File: src/rtl/anim_pkg.sv
// Shared types and default timing constants for the LED animation timing path.
package anim_pkg;

    typedef enum logic [1:0] {
        IDLE = 2'd0,
        ARM  = 2'd1,
        RUN  = 2'd2,
        HOLD = 2'd3
    } anim_state_e;

    localparam int ANIM_DIV_W     = 24;
    localparam int ANIM_STEP_DIV  = 12_500_000;
    localparam int ANIM_BLINK_DIV = 1_562_500;

    // Also the state width of the downstream bar-graph animation FSM.
    localparam int STEP_IDX_W = 4;

    function automatic bit div_legal(input int w, input int n, input int lo);
        if (w < 1 || w > 32) return 1'b0;
        return (n >= lo) && (64'(n) <= ((64'd1 << w) - 64'd1));
    endfunction

endpackage

File: src/rtl/anim_divider.sv
// Modulo-N counter advancing while en_i is high, with a registered one-cycle tick.
module anim_divider
    import anim_pkg::*;
#(
    parameter int W = ANIM_DIV_W,
    parameter int N = 2
) (
    input  logic clk,
    input  logic rst,
    input  logic clr_i,
    input  logic en_i,
    input  logic gate_i,
    output logic wrap_o,
    output logic tick_o
);

    if (!div_legal(W, N, 1)) begin : g_bad_div
        $fatal(1, "anim_divider: N out of range for width W");
    end

    logic [W-1:0] cnt_q, cnt_d;
    logic         tick_q, tick_d;
    logic         pend_q, pend_d;

    assign wrap_o = en_i && (cnt_q == W'(N - 1));
    assign tick_o = tick_q;

    // A wrap that lands while the next cycle is not allowed to show a tick
    // is parked in pend_q and delivered on the first cycle gate_i reopens.
    always_comb begin
        cnt_d  = cnt_q;
        tick_d = 1'b0;
        pend_d = pend_q;
        if (clr_i) begin
            cnt_d  = '0;
            pend_d = 1'b0;
        end else begin
            if (en_i) begin
                cnt_d = wrap_o ? '0 : cnt_q + W'(1);
            end
            tick_d = gate_i && (wrap_o || pend_q);
            pend_d = !gate_i && (wrap_o || pend_q);
        end
    end

    always_ff @(posedge clk or posedge rst) begin
        if (rst) begin
            cnt_q  <= '0;
            tick_q <= 1'b0;
            pend_q <= 1'b0;
        end else begin
            cnt_q  <= cnt_d;
            tick_q <= tick_d;
            pend_q <= pend_d;
        end
    end

endmodule

File: src/rtl/anim_tick_gen.sv
// Step/blink timing generator feeding the bar-graph animation FSM:
// ready step pulses, clk_out blink wave, run/hold control.
module anim_tick_gen
    import anim_pkg::*;
#(
    parameter int DIV_W     = ANIM_DIV_W,
    parameter int STEP_DIV  = ANIM_STEP_DIV,
    parameter int BLINK_DIV = ANIM_BLINK_DIV
) (
    input  logic                  clk,
    input  logic                  rst,
    input  logic                  start,
    input  logic                  pause,
    input  logic                  stop,
    output logic                  ready,
    output logic                  clk_out,
    output logic                  running,
    output logic [STEP_IDX_W-1:0] step_idx
);

    if (!div_legal(DIV_W, STEP_DIV, 2)) begin : g_bad_step
        $fatal(1, "anim_tick_gen: STEP_DIV out of range");
    end
    if (!div_legal(DIV_W, BLINK_DIV, 1)) begin : g_bad_blink
        $fatal(1, "anim_tick_gen: BLINK_DIV out of range");
    end

    anim_state_e state_q, state_d;

    logic                  running_q, running_d;
    logic                  clk_out_q, clk_out_d;
    logic [STEP_IDX_W-1:0] step_idx_q, step_idx_d;

    logic div_clr, div_en, div_gate;
    logic step_wrap, blink_wrap;
    logic blink_tick_unused;

    always_comb begin
        state_d = state_q;
        unique case (state_q)
            IDLE: if (!stop && start) state_d = ARM;
            ARM:  state_d = stop ? IDLE : RUN;
            RUN: begin
                if (stop)       state_d = IDLE;
                else if (pause) state_d = HOLD;
            end
            HOLD: begin
                if (stop)        state_d = IDLE;
                else if (!pause) state_d = RUN;
            end
            default: state_d = IDLE;
        endcase
    end

    always_ff @(posedge clk or posedge rst) begin
        if (rst) state_q <= IDLE;
        else     state_q <= state_d;
    end

    // Clearing on state_d==IDLE also kills a tick that would land in the
    // cycle after a stop.
    assign div_clr  = (state_q == IDLE) || (state_q == ARM) || (state_d == IDLE);
    assign div_en   = (state_q == RUN);
    assign div_gate = (state_d == RUN);

    anim_divider #(
        .W (DIV_W),
        .N (STEP_DIV)
    ) u_step (
        .clk    (clk),
        .rst    (rst),
        .clr_i  (div_clr),
        .en_i   (div_en),
        .gate_i (div_gate),
        .wrap_o (step_wrap),
        .tick_o (ready)
    );

    anim_divider #(
        .W (DIV_W),
        .N (BLINK_DIV)
    ) u_blink (
        .clk    (clk),
        .rst    (rst),
        .clr_i  (div_clr),
        .en_i   (div_en),
        .gate_i (div_gate),
        .wrap_o (blink_wrap),
        .tick_o (blink_tick_unused)
    );

    always_comb begin
        running_d  = (state_d != IDLE);
        clk_out_d  = clk_out_q ^ blink_wrap;
        step_idx_d = step_idx_q;
        if ((state_d == IDLE) || (state_q == ARM)) begin
            clk_out_d = 1'b0;
        end
        if (state_q == ARM) begin
            step_idx_d = '0;
        end else if (step_wrap && (state_d != IDLE)) begin
            step_idx_d = step_idx_q + STEP_IDX_W'(1);
        end
    end

    always_ff @(posedge clk or posedge rst) begin
        if (rst) begin
            running_q  <= 1'b0;
            clk_out_q  <= 1'b0;
            step_idx_q <= '0;
        end else begin
            running_q  <= running_d;
            clk_out_q  <= clk_out_d;
            step_idx_q <= step_idx_d;
        end
    end

    assign running  = running_q;
    assign clk_out  = clk_out_q;
    assign step_idx = step_idx_q;

endmodule
File: config.mk
export PLATFORM = sky130hd
export DESIGN_NAME = anim_tick_gen
export DESIGN_NICKNAME = d
export VERILOG_FILES = /design/src/rtl/anim_pkg.sv /design/src/rtl/anim_divider.sv /design/src/rtl/anim_tick_gen.sv
export SDC_FILE = /design/constraint.sdc
export NUM_CORES = 1
export LEC_CHECK = 0
export BUFFER_PORTS_ARGS = -buffer_cell sky130_fd_sc_hd__clkbuf_2
export CORE_UTILIZATION = 48
export CTS_BUF_LIST = sky130_fd_sc_hd__clkbuf_4 sky130_fd_sc_hd__clkbuf_8
export DETAILED_ROUTE_END_ITERATION = 6
export MAX_ROUTING_LAYER = met4
export PLACE_DENSITY = 0.75
export SYNTH_ARGS = -nofsm -noshare
export SYNTH_HDL_FRONTEND = slang
export SYNTH_SLANG_ARGS = --single-unit
export TNS_END_PERCENT = 100
File: constraint.sdc
create_clock -name clk -period 1.8 [get_ports clk]
set_input_delay 0.27 -clock clk [delete_from_list [all_inputs] [get_ports clk]]
set_output_delay 0.27 -clock clk [all_outputs]
set_load 0.05 [all_outputs]
# After elaboration in Yosys (flattened, before gate mapping)
# Index checks and enable logic that the tools add are counted.
# Widths: inputs -> output; s select.
[totals] latchBits=0 reg_bits=58 wordCells=53 mem_bits_rw=0 mem_bits_ro=0 n_memories=0 out_inout_bits=7
[classes] eq_ne=6 n_addsub=3 mul=0 mux=18 shifts=0 n_reduce_logical=17 n_bitwise=1 div=0 magnitude_cmp=0
[ops] op="$mux 24" n=6
[ops] op="$add 24x1->24 const B" n=2
[ops] op="$eq 24x21->1 const B" n=1
[ops] op="$eq 24x24->1 const B" n=1
[ops] op="$mux 2" n=6
[ops] op="$mux 4" n=2
[ops] op="$pmux 2 s4" n=1
[ops] op="$eq 2x2->1 const B" n=3
[ops] op="$logic_and 1x1->1" n=6
[ops] op="$reduce_bool 2->1" n=3
[ops] op="$add 4x1->4 const B" n=1
[ops] op="$logic_not 2->1" n=2
[ops] op="$logic_or 1x1->1" n=4
[ops] op="$mux 1" n=3
[ops] op="$eq 2x1->1 const B" n=1
[ops] op="$logic_not 1->1" n=2
[ops] op="$xor 1x1->1" n=1

# Longest topological paths before layout
# Gate-level depths: netlist (run 1).
[logic_depth] depth_word=8 mapped_depth=7 depth_no_buf=5

# Cells and area by module
# From an unflattened synthesis (run 1), not the netlist that was laid out.
[hier_totals] hier_cells=389 area_unflattened_um2=3517.1
[by_module_without_submodules] mod="anim_divider (u_step)" area_per_inst_um2=1561.5 n_inst=1 cells_each=178
[by_module_without_submodules] mod="anim_divider (u_blink)" area_per_inst_um2=1559.0 n_inst=1 cells_each=174
[by_module_without_submodules] mod="anim_tick_gen" area_per_inst_um2=396.6 n_inst=1 cells_each=37

# Worst setup path after synthesis (run 1)
# OpenSTA, ideal clock, no wires.
[synth_timing] path_kind="reg2reg" from="register state_q[1]" to="register u_step.cnt_q[15]" t_arrival_ps=1821 path_buffers=2 setup_ps=78 setup_slack_ps=-98 path_stages_with_launch=7 t_required_ps=1722 path_cell_list="dfrtp_1 > buf_2 > and3b_1 > or4_4 > buf_2 > or3_1 > a21oi_1"
[synth_between] elab_chain_cells=6
[synth_rtl] element="from (decl)" line="anim_tick_gen.sv:28" source="anim_state_e state_q, state_d;"
[synth_rtl] element="from (signal assigned)" line="anim_tick_gen.sv:57" source="else state_q <= state_d;"
[synth_rtl] element="$mux 2, on equally long branches" line="anim_tick_gen.sv:49, anim_tick_gen.sv:45"
[synth_rtl] element="$mux 2, on equally long branches" line="anim_tick_gen.sv:48, anim_tick_gen.sv:44"
[synth_rtl] element="$pmux 2 s4" line="anim_tick_gen.sv:40" source="unique case (state_q)"
[synth_rtl] element="$logic_not 2->1" line="anim_tick_gen.sv:62" source="assign div_clr = (state_q == IDLE) || (state_q == ARM) || (state_d == IDLE);"
[synth_rtl] element="$logic_or 1x1->1" line="anim_tick_gen.sv:62"
[synth_rtl] element="$mux 24 / $reduce_bool 2->1 (equally long branches)"
[synth_rtl] element="to (signal assigned)" line="anim_divider.sv:52" source="cnt_q <= cnt_d;"
[synth_rtl] element="to (decl)" line="anim_divider.sv:21" source="logic [W-1:0] cnt_q, cnt_d;"
# Several ways; a longest one is shown, not always the timed one. The select of a mux whose other input is x is not followed.
# A chain may end at the register's enable or synchronous reset.

# Final worst setup path (run 1)
[layout_timing] from="register u_blink.cnt_q[2]" to="register u_blink.cnt_q[20]"
[layout_between] elab_chain_cells=5
[layout_rtl] element="from (decl)" line="anim_divider.sv:21"
[layout_rtl] element="from (signal assigned)" line="anim_divider.sv:52"
[layout_rtl] element="parallel branches: the longest is 2 deep, another holds $add 24x1->24"
[layout_rtl] element="$mux 24 (*)" line="anim_divider.sv:39" source="cnt_d = wrap_o ? '0 : cnt_q + W'(1);"
[layout_rtl] element="$mux 24 (*)" line="anim_divider.sv:38" source="if (en_i) begin"
[layout_rtl] element="$mux 24 (*)" line="anim_divider.sv:34" source="if (clr_i) begin"
# Mark *: on every way between the ends. The select of a mux whose other input is x is not followed.

==> results of run 1 <==
==> flip-flops by register name, summed over array words and instances (netlist names) <==
signal / flops
running: 1
step_idx: 4
u_blink.cnt_q: 24
clk_out: 1
u_step.tick_o: 1
u_step.pend_q: 1
state_q: 2
u_step.cnt_q: 24
==> timing repair <==
action	4_1_cts	5_1_grt
hold buffers	1	0
gates resized for setup	12	19
pin swaps	4	11
hold endpoints to repair	22	0
endpoints found under the setup margin	35	40
setup buffers	2	2
cloned	1	1
==> layer usage <==
metal / share of wire / vias to the layer above / track usage / wire length [um]
li1: - / 1362 / - / -
met1: 0.43 / 1446 / 0.305 / 3520
met2: 0.50 / 96 / 0.405 / 4080
met3: 0.057 / 14 / 0.0711 / 470
met4: 0.014 / 0 / 0.0807 / 112
met5: 0 / - / - / 0
==> logic make-up (layout without fill, tap and decap cells) <==
logic type	after synthesis	in the layout	synth area share
simple gates	147	148	0.282
compound gates	75	75	0.146
flops	58	58	0.475
buf+inv	24	102	0.0328
xor+xnor	18	18	0.0516
fa+ha+maj	3	3	0.0123
==> final timing paths <==
check	cells past startpoint	slack, ns	start	endpoint
max reg2reg	5	-0.15	u_blink.cnt_q[2]	u_blink.cnt_q[20]
max in group asynchronous	4	0.74	rst	u_step.cnt_q[16]
min in group asynchronous	3	0.51	rst	u_blink.cnt_q[0]
max	5	-0.15	u_blink.cnt_q[2]	u_blink.cnt_q[20]
min	2	0.18	pause	u_step.pend_q
min reg2reg	1	0.53	u_step.pend_q	u_step.pend_q
==> power breakdown <==
group	switching, mW	internal (mW)
logic	0.104	0.0620
clock network	0.487	0.758
registers	0.00438	1.31
total	0.595	2.13
==> Yosys cell counts (all sizes together) <==
library cell,count
a21oi,34
a22oi,1
and2,1
and3,1
and3b,1
and4,3
and4b,1
buf,8
clkbuf,8
dfrtp,58
ha,3
inv,8
nand2,19
nand2b,1
nand3,16
nand3b,1
nand4,10
nand4b,1
nor2,27
nor2b,6
nor3,5
nor4,6
nor4b,3
nor4bb,3
o211a,2
o21a,1
o21ai,19
o21ba,1
o31ai,17
or2,3
or3,17
or4,21
or4b,1
xnor2,17
xor2,1
==> per-stage QoR <==
step,util,cell area (sq um),worst slack [ns],cells
2_1_floorplan,-,3090,-0.0828,325
3_3_place_gp,0.604,3640,-0.0680,457
3_5_place_dp,0.604,3640,-0.108,457
4_1_cts,0.653,3940,-0.0982,476
5_1_grt,0.673,4060,-0.172,479
6_report,0.673,4060,-0.148,479
==> worst max-delay path: cells and delay by family (launching register included) <==
kind,cells,cell delay (ns)
compound gates,2,0.27
buf+inv,1,0.21
flops,1,0.40
simple gates,2,0.95
==> cell type report <==
cell class	count	area share
inverters	8	0.00740
clock buffers	13	0.0426
flip-flops and latches	58	0.358
multi-input cells	244	0.404
well taps	75	0.0231
repair buffers	79	0.156
clock inverters	2	0.00863
==> impl_metrics.tcl, run 1 <==
set metrics [dict create \
    grt_max_degree 26 \
    clkSinkCount 58 \
    syn_inst 325 \
    root_buffer "clkbuf_8" \
    synth_area_leaders "dfrtp_1, a21oi_1, xnor2_1, or4_1, o31ai_1" \
    worstPathRequired_ns 2.01 \
    grt_pass1_wl_mm 12.4 \
    routed_via_density 6.09 \
    finalSetupViolCount 32 \
    overflow 0 \
    power_mw 2.73 \
    antenna_cells 0 \
    cts_tree "built" \
    drtAntennaViolNets 0 \
    firstDrtPassIters 4 \
    synth_fp_nets 333 \
    grtUsageTotal 0.252 \
    drt_wl_total_mm 8.18 \
    syn-mean-instance-area_sq_um 9.40 \
    period_needed_ns 1.95 \
    cts_buffer_depth 2 \
    peakVddDrop_uv 572 \
    crit_chain "or4b_1, or3_4, o21ai_4, clkbuf_16, a21oi_1" \
    drt_iter0_markers 196 \
    hp-class "in2reg" \
    area_growth_pct 32.9 \
    io_buffers 11 \
    worstSkewPairLatency_ns 0.33 \
    setup_tns_ns -3.32 \
    hold_viol_final 0 \
    critical_path.max_fanout 10 \
    vias 2918 \
    cellPowerDensity_nw_per_um2 672 \
    fin_crit_sh 1.08 \
    dieArea_sq_um 6690 \
    yosysSeqAreaShare 0.475 \
    design.core.area_sq_um 6030 \
    final_common_cell "buf_4" \
    path_class "reg2reg" \
    tightest_slew_ns 0.541 \
    layout_common_cells "buf_4, dfrtp_1, nor2_1" \
    yosysTopAreaCellShare 0.475 \
    start_util 0.507 \
    fmax_ghz 0.513 \
    worstSetupEndpointType "flip-flop" \
    synth.distinct_cells 41 \
    grt_setup_unrepaired "yes" \
    clkTransAtPathRegs_ns 0.06 \
    ys_warn_count 0 \
    yosysTopAreaCell "dfrtp_1" \
    drcViolationCount 0 \
    first_global_vias 2712 \
    p_leak_nw 1.62 \
    fillers 433 \
    max-slew-margin-rel 0.639 \
    violations "setup timing" \
    outcome "finished with violations" \
    skew_ns 0.00661 \
    grt_antenna_before_repair 0 \
    synth_area_sq_um 3050 \
    numCtsBuffers 9 \
    drv_cap 0 \
    hold_slack_ns 0.185 \
    synth_seq_cells 58 \
    hpwlAfterDp_mm 5.01 \
    cts_max_level 3 \
    die_h_um 81.8 \
    cp-start-kind "flip-flop" \
    maxSlewViolCount 0 \
    fp-row-count 28 \
    finalNetCount 408 \
    fin_ws_ns -0.148 \
    wl_per_cell_um 17.1 \
    io-pin-count 12 \
    cp_slowest_cell "or4b_1" \
    drive_above_1_share 0.322 \
    arrival_ns 2.16 \
    gp_congestion 0.857 \
    chipWidth_um 81.8 \
    regArea_sq_um 1450 \
    multi_input_area_sq_um 1640 \
    critPathMaxStageDelay_ns 0.53 \
]
(Power assumes the default switching activity.)
==> run 2: changes to the inputs <==
--- a/config.mk
+++ b/config.mk
@@ -5,12 +5,14 @@
 export SDC_FILE = /design/constraint.sdc
 export NUM_CORES = 1
 export LEC_CHECK = 0
+export ABC_CLOCK_PERIOD_IN_PS = 1800
 export BUFFER_PORTS_ARGS = -buffer_cell sky130_fd_sc_hd__clkbuf_2
 export CORE_UTILIZATION = 48
 export CTS_BUF_LIST = sky130_fd_sc_hd__clkbuf_4 sky130_fd_sc_hd__clkbuf_8
 export DETAILED_ROUTE_END_ITERATION = 6
 export MAX_ROUTING_LAYER = met4
 export PLACE_DENSITY = 0.75
+export SKIP_CTS_REPAIR_TIMING = 1
 export SYNTH_ARGS = -nofsm -noshare
 export SYNTH_HDL_FRONTEND = slang
 export SYNTH_SLANG_ARGS = --single-unit
==> impl_metrics.tcl, run 2 (same netlist as run 1, synthesis figures left out) <==
set metrics [dict create \
    multi_input_area_sq_um 1660 \
    firstDrtPassIters 5 \
    p_leak_nw 1.65 \
    finalSetupViolCount 38 \
    grt_max_degree 26 \
    tightest_slew_ns 0.540 \
    cts_buffer_depth 2 \
    critPathMostFrequentCell "buf_6" \
    hold_slack_ns -0.0385 \
    root_buffer "clkbuf_8" \
    wl_per_cell_um 17.1 \
    fillers 411 \
    dp.cells 457 \
    rr_worst_depth 6 \
    area_growth_pct 34.8 \
    design.core.area_sq_um 6030 \
    r2r_start "state_q[1]" \
    hp-class "in2async" \
    cp_slowest_cell "or4_4" \
    grt_pass1_wl_mm 11.9 \
    drv_cap 0 \
    worstPathRequired_ns 2.05 \
    cellPowerDensity_nw_per_um2 665 \
    antenna_cells 0 \
    fp-row-count 28 \
    postLayoutCellArea_sq_um 4120 \
    hold_viol_final 22 \
    fin_ws_ns -0.223 \
    grt_setup_unrepaired "yes" \
    grt_antenna_before_repair 0 \
    io_buffers 11 \
    outcome "finished with violations" \
    hpwlAfterDp_mm 5.01 \
    period_needed_ns 2.02 \
    skew_ns 0.00759 \
    critPathMaxStageDelay_ns 0.57 \
    drtAntennaViolNets 0 \
    io-pin-count 12 \
    gp_congestion 0.857 \
    stdcell_count 484 \
    drt_iter0_markers 279 \
    crit_chain "and3b_2, buf_6, or4_4, buf_6, or3_4, a21oi_2" \
    final_common_cell "buf_4" \
    drt_wl_total_mm 8.27 \
    drcViolationCount 0 \
    clkSinkCount 58 \
    start_util 0.507 \
    drive_above_1_share 0.342 \
    regArea_sq_um 1450 \
    cp-start-kind "flip-flop" \
    fmax_ghz 0.494 \
    reg2reg_slack_ns -0.22 \
    cts_tree "built" \
    numCtsBuffers 9 \
    maxSlewViolCount 0 \
    arrival_ns 2.27 \
    worstSetupEndpointType "flip-flop" \
    die_h_um 81.8 \
    routed_via_density 6.10 \
    finalNetCount 413 \
    path_class "reg2reg" \
    layout_common_cells "buf_4, dfrtp_1, nor2_1" \
    pre_cts_ws_ns -0.108 \
    violations "hold timing, setup timing" \
    fin_crit_sh 1.12 \
    vias 2952 \
    first_global_vias 2620 \
    clkTransAtPathRegs_ns 0.07 \
    critical_path.max_fanout 6 \
    dpl_cell_area_sq_um 3640 \
    grtUsageTotal 0.243 \
    dieArea_sq_um 6690 \
    cts_max_level 3 \
    worstSkewPairLatency_ns 0.33 \
    overflow 0 \
    max-slew-margin-rel 0.639 \
    chipWidth_um 81.8 \
    reg2reg_to "u_step.cnt_q[14]" \
    peakVddDrop_uv 517 \
]
-- run 2: changes by cell type in the layout (fill, tap and decap cells not counted), sizes merged --
cell         before  now
buf              66   74
clkbuf           25   24
dlygate4sd3       1    0
or4              22   21
-- run 2: final cells by class --
type,count,share of cell area
Multi-Input combinational cell,243,0.404
Tap cell,75,0.0228
Timing Repair Buffer,85,0.163
Sequential cell,58,0.353
Inverter,8,0.00729
Clock inverter,2,0.00851
Clock buffer,13,0.0419
-- run 2: worst max-delay path: cells and delay by family (launching register included) --
family                 cells  cell delay (ns)
DFF                        1             0.38
buffers and inverters      2             0.29
AOI/OAI and AO/OA          1             0.13
and+or+nand+nor            3             1.15
-- run 2: through the flow --
stage                     total power [mW]   util  setup TNS [ns]  hold slack, ns
after floorplan                       1.43      -           -1.24           0.336
after global placement                1.49  0.604           -1.53           0.325
after detailed placement              1.49  0.604           -2.30           0.331
after CTS                             2.73  0.639           -3.26         -0.0167
after global routing                  2.83  0.683           -6.46          0.0123
final                                 2.74  0.683           -4.27         -0.0385
-- run 2: how the worst max path moves through the flow --
stage | slack [ns] | end | cells past startpoint | startpoint
5_1_grt | -0.24 | u_blink.cnt_q[11] | 6 | u_blink.cnt_q[0]
3_5_place_dp | -0.11 | u_step.cnt_q[18] | 6 | stop
3_3_place_gp | -0.07 | step_idx[3] | 6 | state_q[1]
4_1_cts | -0.15 | clk_out | 4 | u_blink.cnt_q[19]
2_1_floorplan | -0.08 | u_blink.cnt_q[22] | 5 | u_blink.cnt_q[8]
6_report | -0.22 | u_step.cnt_q[14] | 6 | state_q[1]
-- run 2: layer usage --
metal  wire length (um)  GRT usage  up-vias
met1               3520      0.299     1426
li1                   -          -     1369
met4                219     0.0772        0
met2               4080      0.388      123
met3                452     0.0633       34
met5                  0          -        -
-- run 2: power by group --
group	total [mW]	leakage (nW)	switching, mW	internal [mW]
logic	0.174	0.737	0.107	0.0667
clock network	1.24	0.109	0.486	0.758
registers	1.32	0.807	0.00537	1.31
